$ cat src/rtl/issue_queue.sv
// issue_queue: dual-ported circular instruction queue between decode and
// issue dispatch. Accepts up to two entries per cycle, presents the two oldest
// entries, and retires up to two entries per cycle as dispatch reports.
// Optional build macro: ISSUE_QUEUE_PERF_EN adds saturating performance
// counters (full cycles, empty cycles, dual-retire cycles).

typedef struct packed {
  logic        o_valid;
  logic [31:0] PC;
  logic [31:0] inst;
} PC_set;

module issue_queue #(
  parameter int DEPTH = 8,
  parameter int CNT_W = $clog2(DEPTH) + 1
) (
  input  logic             clk,
  input  logic             rstn,
  input  logic             flush,
  input  logic             i_stall,
  input  PC_set            i_set1,
  input  PC_set            i_set2,
  input  logic [1:0]       i_in_valid,
  output logic             o_ready,
  output PC_set            o_set1,
  output PC_set            o_set2,
  output logic [1:0]       o_is_valid,
  input  logic [1:0]       i_usingNUM,
  output logic [CNT_W-1:0] o_count
`ifdef ISSUE_QUEUE_PERF_EN
  ,
  output logic [31:0]      o_perf_full_cyc,
  output logic [31:0]      o_perf_empty_cyc,
  output logic [31:0]      o_perf_dual_cyc
`endif
);

  localparam int PTR_W = $clog2(DEPTH);

  PC_set            mem [DEPTH];
  logic [PTR_W-1:0] head;
  logic [PTR_W-1:0] tail;
  logic [PTR_W-1:0] head_p1;
  logic [PTR_W-1:0] tail_p1;
  logic [CNT_W-1:0] count;
  logic [1:0]       use_num;
  logic [1:0]       push_num;
  logic [1:0]       pop_num;

  // Occupancy-derived status, clamped pop/push amounts and head reads.
  always_comb begin
    head_p1    = head + PTR_W'(1);
    tail_p1    = tail + PTR_W'(1);
    o_count    = count;
    o_ready    = (count <= CNT_W'(DEPTH - 2));
    o_is_valid = {count != '0, count >= CNT_W'(2)};
    use_num    = (i_usingNUM == 2'd3) ? 2'd2 : i_usingNUM;
    pop_num    = 2'd0;
    push_num   = 2'd0;
    if (!flush && !i_stall) begin
      if (CNT_W'(use_num) > count) pop_num = count[1:0];
      else                         pop_num = use_num;
    end
    if (!flush && o_ready) begin
      push_num = {1'b0, i_in_valid[1]} + {1'b0, i_in_valid[0]};
    end
    o_set1         = mem[head];
    o_set1.o_valid = o_is_valid[1];
    o_set2         = mem[head_p1];
    o_set2.o_valid = o_is_valid[0];
  end

  // Pointer and occupancy registers; flush empties the queue.
  always_ff @(posedge clk or negedge rstn) begin
    if (!rstn) begin
      head  <= '0;
      tail  <= '0;
      count <= '0;
    end else if (flush) begin
      head  <= '0;
      tail  <= '0;
      count <= '0;
    end else begin
      head  <= head + PTR_W'(pop_num);
      tail  <= tail + PTR_W'(push_num);
      count <= count + CNT_W'(push_num) - CNT_W'(pop_num);
    end
  end

  // Entry storage, written compacted at the tail; contents are not reset.
  always_ff @(posedge clk) begin
    if (!flush && o_ready) begin
      case (i_in_valid)
        2'b11: begin
          mem[tail]    <= i_set1;
          mem[tail_p1] <= i_set2;
        end
        2'b10:   mem[tail] <= i_set1;
        2'b01:   mem[tail] <= i_set2;
        default: ;
      endcase
    end
  end

`ifdef ISSUE_QUEUE_PERF_EN
  // Saturating event counters, cleared only by reset.
  always_ff @(posedge clk or negedge rstn) begin
    if (!rstn) begin
      o_perf_full_cyc  <= '0;
      o_perf_empty_cyc <= '0;
      o_perf_dual_cyc  <= '0;
    end else begin
      if (!o_ready && o_perf_full_cyc != '1)
        o_perf_full_cyc <= o_perf_full_cyc + 32'd1;
      if (count == '0 && !flush && o_perf_empty_cyc != '1)
        o_perf_empty_cyc <= o_perf_empty_cyc + 32'd1;
      if (pop_num == 2'd2 && o_perf_dual_cyc != '1)
        o_perf_dual_cyc <= o_perf_dual_cyc + 32'd1;
    end
  end
`endif

endmodule
$ cat config.mk
export PLATFORM = sky130hd
export DESIGN_NAME = issue_queue
export DESIGN_NICKNAME = d
export VERILOG_FILES = /design/src/rtl/issue_queue.sv
export SDC_FILE = /design/constraint.sdc
export NUM_CORES = 1
export LEC_CHECK = 0
export CAP_MARGIN = 20
export CORE_MARGIN = 3
export CORE_UTILIZATION = 47
export DETAILED_ROUTE_END_ITERATION = 8
export PLACE_DENSITY = 0.72
export SYNTH_ARGS = -nofsm -noshare
export SYNTH_HDL_FRONTEND = slang
export SYNTH_SLANG_ARGS = --single-unit
$ cat constraint.sdc
create_clock -name clk -period 6.5 [get_ports clk]
set_clock_uncertainty 0.05 [all_clocks]
set_input_delay 0.975 -clock clk [delete_from_list [all_inputs] [get_ports clk]]
set_output_delay 0.975 -clock clk [all_outputs]
set_load 0.02 [all_outputs]
==> summary.md <==
| Metric | Value |
|---|---|
| Std cell rows | `94` |
| Capturing point of the worst reg2reg path | `mem[0][6]` |
| FF/Latch Area | `15600 um2` |
| Max Cap Violations | `0` |
| Number of H-tree levels | `2` |
| First-pass DRT Iterations | `5` |
| Clk_lat worst skew | `610 ps` |
| Global-route congestion overflow total | `0` |
| GRT Resource Usage Total | `27.6%` |
| Critical setup path kind | `reg -> out` |
| Number of remaining DRC errors | `0` |
| Cell breakdown of the critical path | `ha_4 -> buf_12 -> mux4_2 -> mux2_2 -> clkdlybuf4s50_1` |
| Top post-synthesis cells by area | `sky130_fd_sc_hd__edfxtp_1 49%, sky130_fd_sc_hd__mux4_2 18%, sky130_fd_sc_hd__a22o_1 14%, sky130_fd_sc_hd__mux2_2 4.6%, sky130_fd_sc_hd__buf_6 3.1%` |
| Synthesized instance count | `1922` |
| Maximum clock path buffer count | `3` |
| Post-synth top area cell | `sky130_fd_sc_hd__edfxtp_1` |
| Placer's final routability congestion estimate | `0.787` |
| Initial cell density of the core | `47.5%` |
| Die extent in x | `264 um` |
| Cell class contributing the biggest share of worst-path delay | `buffers and inverters` |
| Result of the run | `finished, final reports clean` |
| Vias post-DR | `20400` |
| Clock root buffer master | `sky130_fd_sc_hd__clkbuf_16` |
| Final Cycle Share | `80.8%` |
| Critical R2R Launch | `tail[0]` |
| Area of the mapped netlist | `31300 um2` |
| Fraction of post-synthesis cell area in the top cell type by area | `49.1%` |
| Post-Syn Nets | `2080` |
| Total number of yosys warnings | `0` |
| Count of buffers from port buffering | `272` |
| Number of hold-repair buffers added at the cts stage | `0` |
| Average cell area after synthesis | `16.3 um2` |
| First-pass GRT wire length | `142000 um` |
| Time the final worst path needs with I/O delays and setup | `5250 ps` |
| Layout area overhead | `11.7%` |
| Element type at the critical path start | `flip-flop` |
| Core Area | `65900 um2` |
| VDD IR-drop max | `310 uV` |
| Postcts setup bufs | `0` |
| Dominant cell by count in the synthesized netlist | `sky130_fd_sc_hd__edfxtp_1` |
| Sequential fraction of the synthesis area | `49.9%` |
| Number of antenna violations at the first check in global routing | `10` |
| Req. time, crit path | `5470 ps` |
| Post-layout nets | `2136` |
| Leakage power | `12.0 nW` |
| Post-cts resize count | `0` |
| Detailed-route vias per instance | `7.05` |
| Worst Max-Slew Pin Slew | `1110 ps` |
| Clk pin slew, worst setup/hold paths | `60 ps` |
| R2R setup slack | `2570 ps` |
| Async set-or-reset flop fraction in the synthesized netlist | `1.92%` |
| Ratio of cells with drive above 1 in the final layout | `29.9%` |
| Area enclosed by the die boundary | `69800 um2` |
| Number of different library cells in the post-synthesis netlist | `51` |
| Number of global-route vias before repair | `21100` |
| Post-DRT Antenna Nets | `0` |
| Setup TNS | `0 ps` |
| Detailed-placement wirelength estimate | `51900 um` |
| Min-Delay Path Class | `in -> async` |
| Worst slew margin | `25.8%` |
| Critical Path Start | `head[1]` |
| Final setup vio count | `0` |
| Number of flops mapped to enable cells by yosys | `512` |
| Inserted Clock Buffers | `55` |
| Maximum operating frequency | `0.190 GHz` |
| Crit. path cell count | `5` |
| Total power of the final layout | `10.7 mW` |
| Number of buffer and inverter instances along the worst setup path | `2` |
| Slowest stage cell on the critical path | `sky130_fd_sc_hd__ha_4` |
| Number of synthesized register bits | `522` |
| Unrepaired setup endpoints after global routing | `false` |
| Crit path largest cell delay | `860 ps` |
| Crit end category | `primary output` |
| Final Hold Vio Count | `0` |
| Final count of pins violating max slew | `0` |
| Power Dens Cells | `305 nW/um2` |
| Most instantiated cells after synthesis | `512 x sky130_fd_sc_hd__edfxtp_1, 508 x sky130_fd_sc_hd__a22o_1, 256 x sky130_fd_sc_hd__mux4_2` |
| Area of the multi-input gates | `13300 um2` |
| IO Count | `275` |
| Number of cells on the worst reg-to-reg path | `6` |
| Pin count of the biggest net entering global routing | `107` |
| Final WL | `97700 um` |
| WP data arrival | `4230 ps` |
| Most instantiated flip-flop cell in the synthesis netlist | `sky130_fd_sc_hd__edfxtp_1` |
| Worst setup path endpoint | `o_set2[40]` |
| Vertical die dimension | `264 um` |
| Number of inserted filler cells in the final layout | `5175` |
| Number of DRC markers after the initial detailed-route iteration | `2535` |
| Number of clock sinks seen by CTS | `522` |
| CTS tree | `done` |
| Maximum net fanout on the critical path | `56` |
| Final hold slack | `646 ps` |
| Wire per inst | `33.9 um` |
## logic make-up after synthesis
kind of cell               after synthesis  synth area share (%)
AOI/OAI and AO/OA                      539                  15.1
xor gates and xnor gates                 7                 0.316
adders and majority gates               20                 0.895
buffers and inverters                  334                  8.31
DFF                                    522                  49.9
muxes                                  386                  23.1
and+or+nand+nor                        114                  2.41
## how the worst min path moves through the flow
stage | end | slack (ps) | cells after the start
CTS | tail[1] | 630 | 1
global route | head[1] | 680 | 1
global placement | o_count[0] | 710 | 2
floorplan | head[0] | 560 | 2
finish | head[1] | 650 | 1
detailed placement | o_count[0] | 720 | 2
## state kept, by name, summed over array words and instances, names as in the netlist
signal,cells
mem,512
o_count,4
head,3
tail,3
## stage by stage
stage	area, um2	setup WS (ps)	instances	util (%)
detailed placement	33200	1690	2784	50.4
finish	35000	1250	2886	53.1
global placement	33200	1770	2784	50.4
floorplan	31300	1150	1922	-
CTS	35000	1150	2881	53.1
global route	35000	999	2884	53.1
## area by class of cell
type                    count  area share (%)
flip-flops and latches    522            44.7
multi-input cells        1066            37.9
repair buffers            316            9.07
clock buffers              68            4.19
well taps                 864            3.09
clock inverters            29           0.855
inverters                  17           0.182
diodes                      4          0.0286
## cell usage in the layout (no fill, tap or decap), drive strengths merged, types with 2 or more instances in the layout
master         count
xnor2              4
o21bai             6
nor2              15
and2              65
nor3               4
dfrtp             10
buf               44
diode              4
clkbuf            68
a21oi              3
mux2             129
nand2             14
nand3              3
bufinv             6
clkinv            21
nand3b             2
nand2b             2
inv               18
a21o               3
fa                 4
clkdlybuf4s50    272
ha                16
mux4             256
edfxtp           512
xor2               3
o22a               6
nor2b              6
a2bb2oi            2
a22o             512
o32ai              2
## worst register-to-register path, stage by stage (launching register included)
cell,delay [ps]
sky130_fd_sc_hd__dfrtp_1,490
sky130_fd_sc_hd__ha_1,410
sky130_fd_sc_hd__nand3b_1,370
sky130_fd_sc_hd__o21bai_4,890
sky130_fd_sc_hd__nand2_4,660
sky130_fd_sc_hd__buf_4,560
sky130_fd_sc_hd__a22o_1,260
## power breakdown
group          total, mW  switching [mW]  internal [mW]
clock               3.15            1.32           1.83
sequential          4.07           0.112           3.96
combinational       3.47            1.85           1.62
## routing by layer
| metal | vias up | share of wire (%) | wire, um | track usage [%] |
|---|---|---|---|---|
| li1 | 8145 | - | - | - |
| met1 | 10600 | 37 | 36400 | 36.5 |
| met2 | 1364 | 48 | 47100 | 45.0 |
| met3 | 256 | 11 | 10900 | 6.17 |
| met4 | 10 | 3.4 | 3310 | 10.1 |
| met5 | - | 0.077 | 75 | 0 |
No activity file was read; power rests on OpenSTA's default activity.
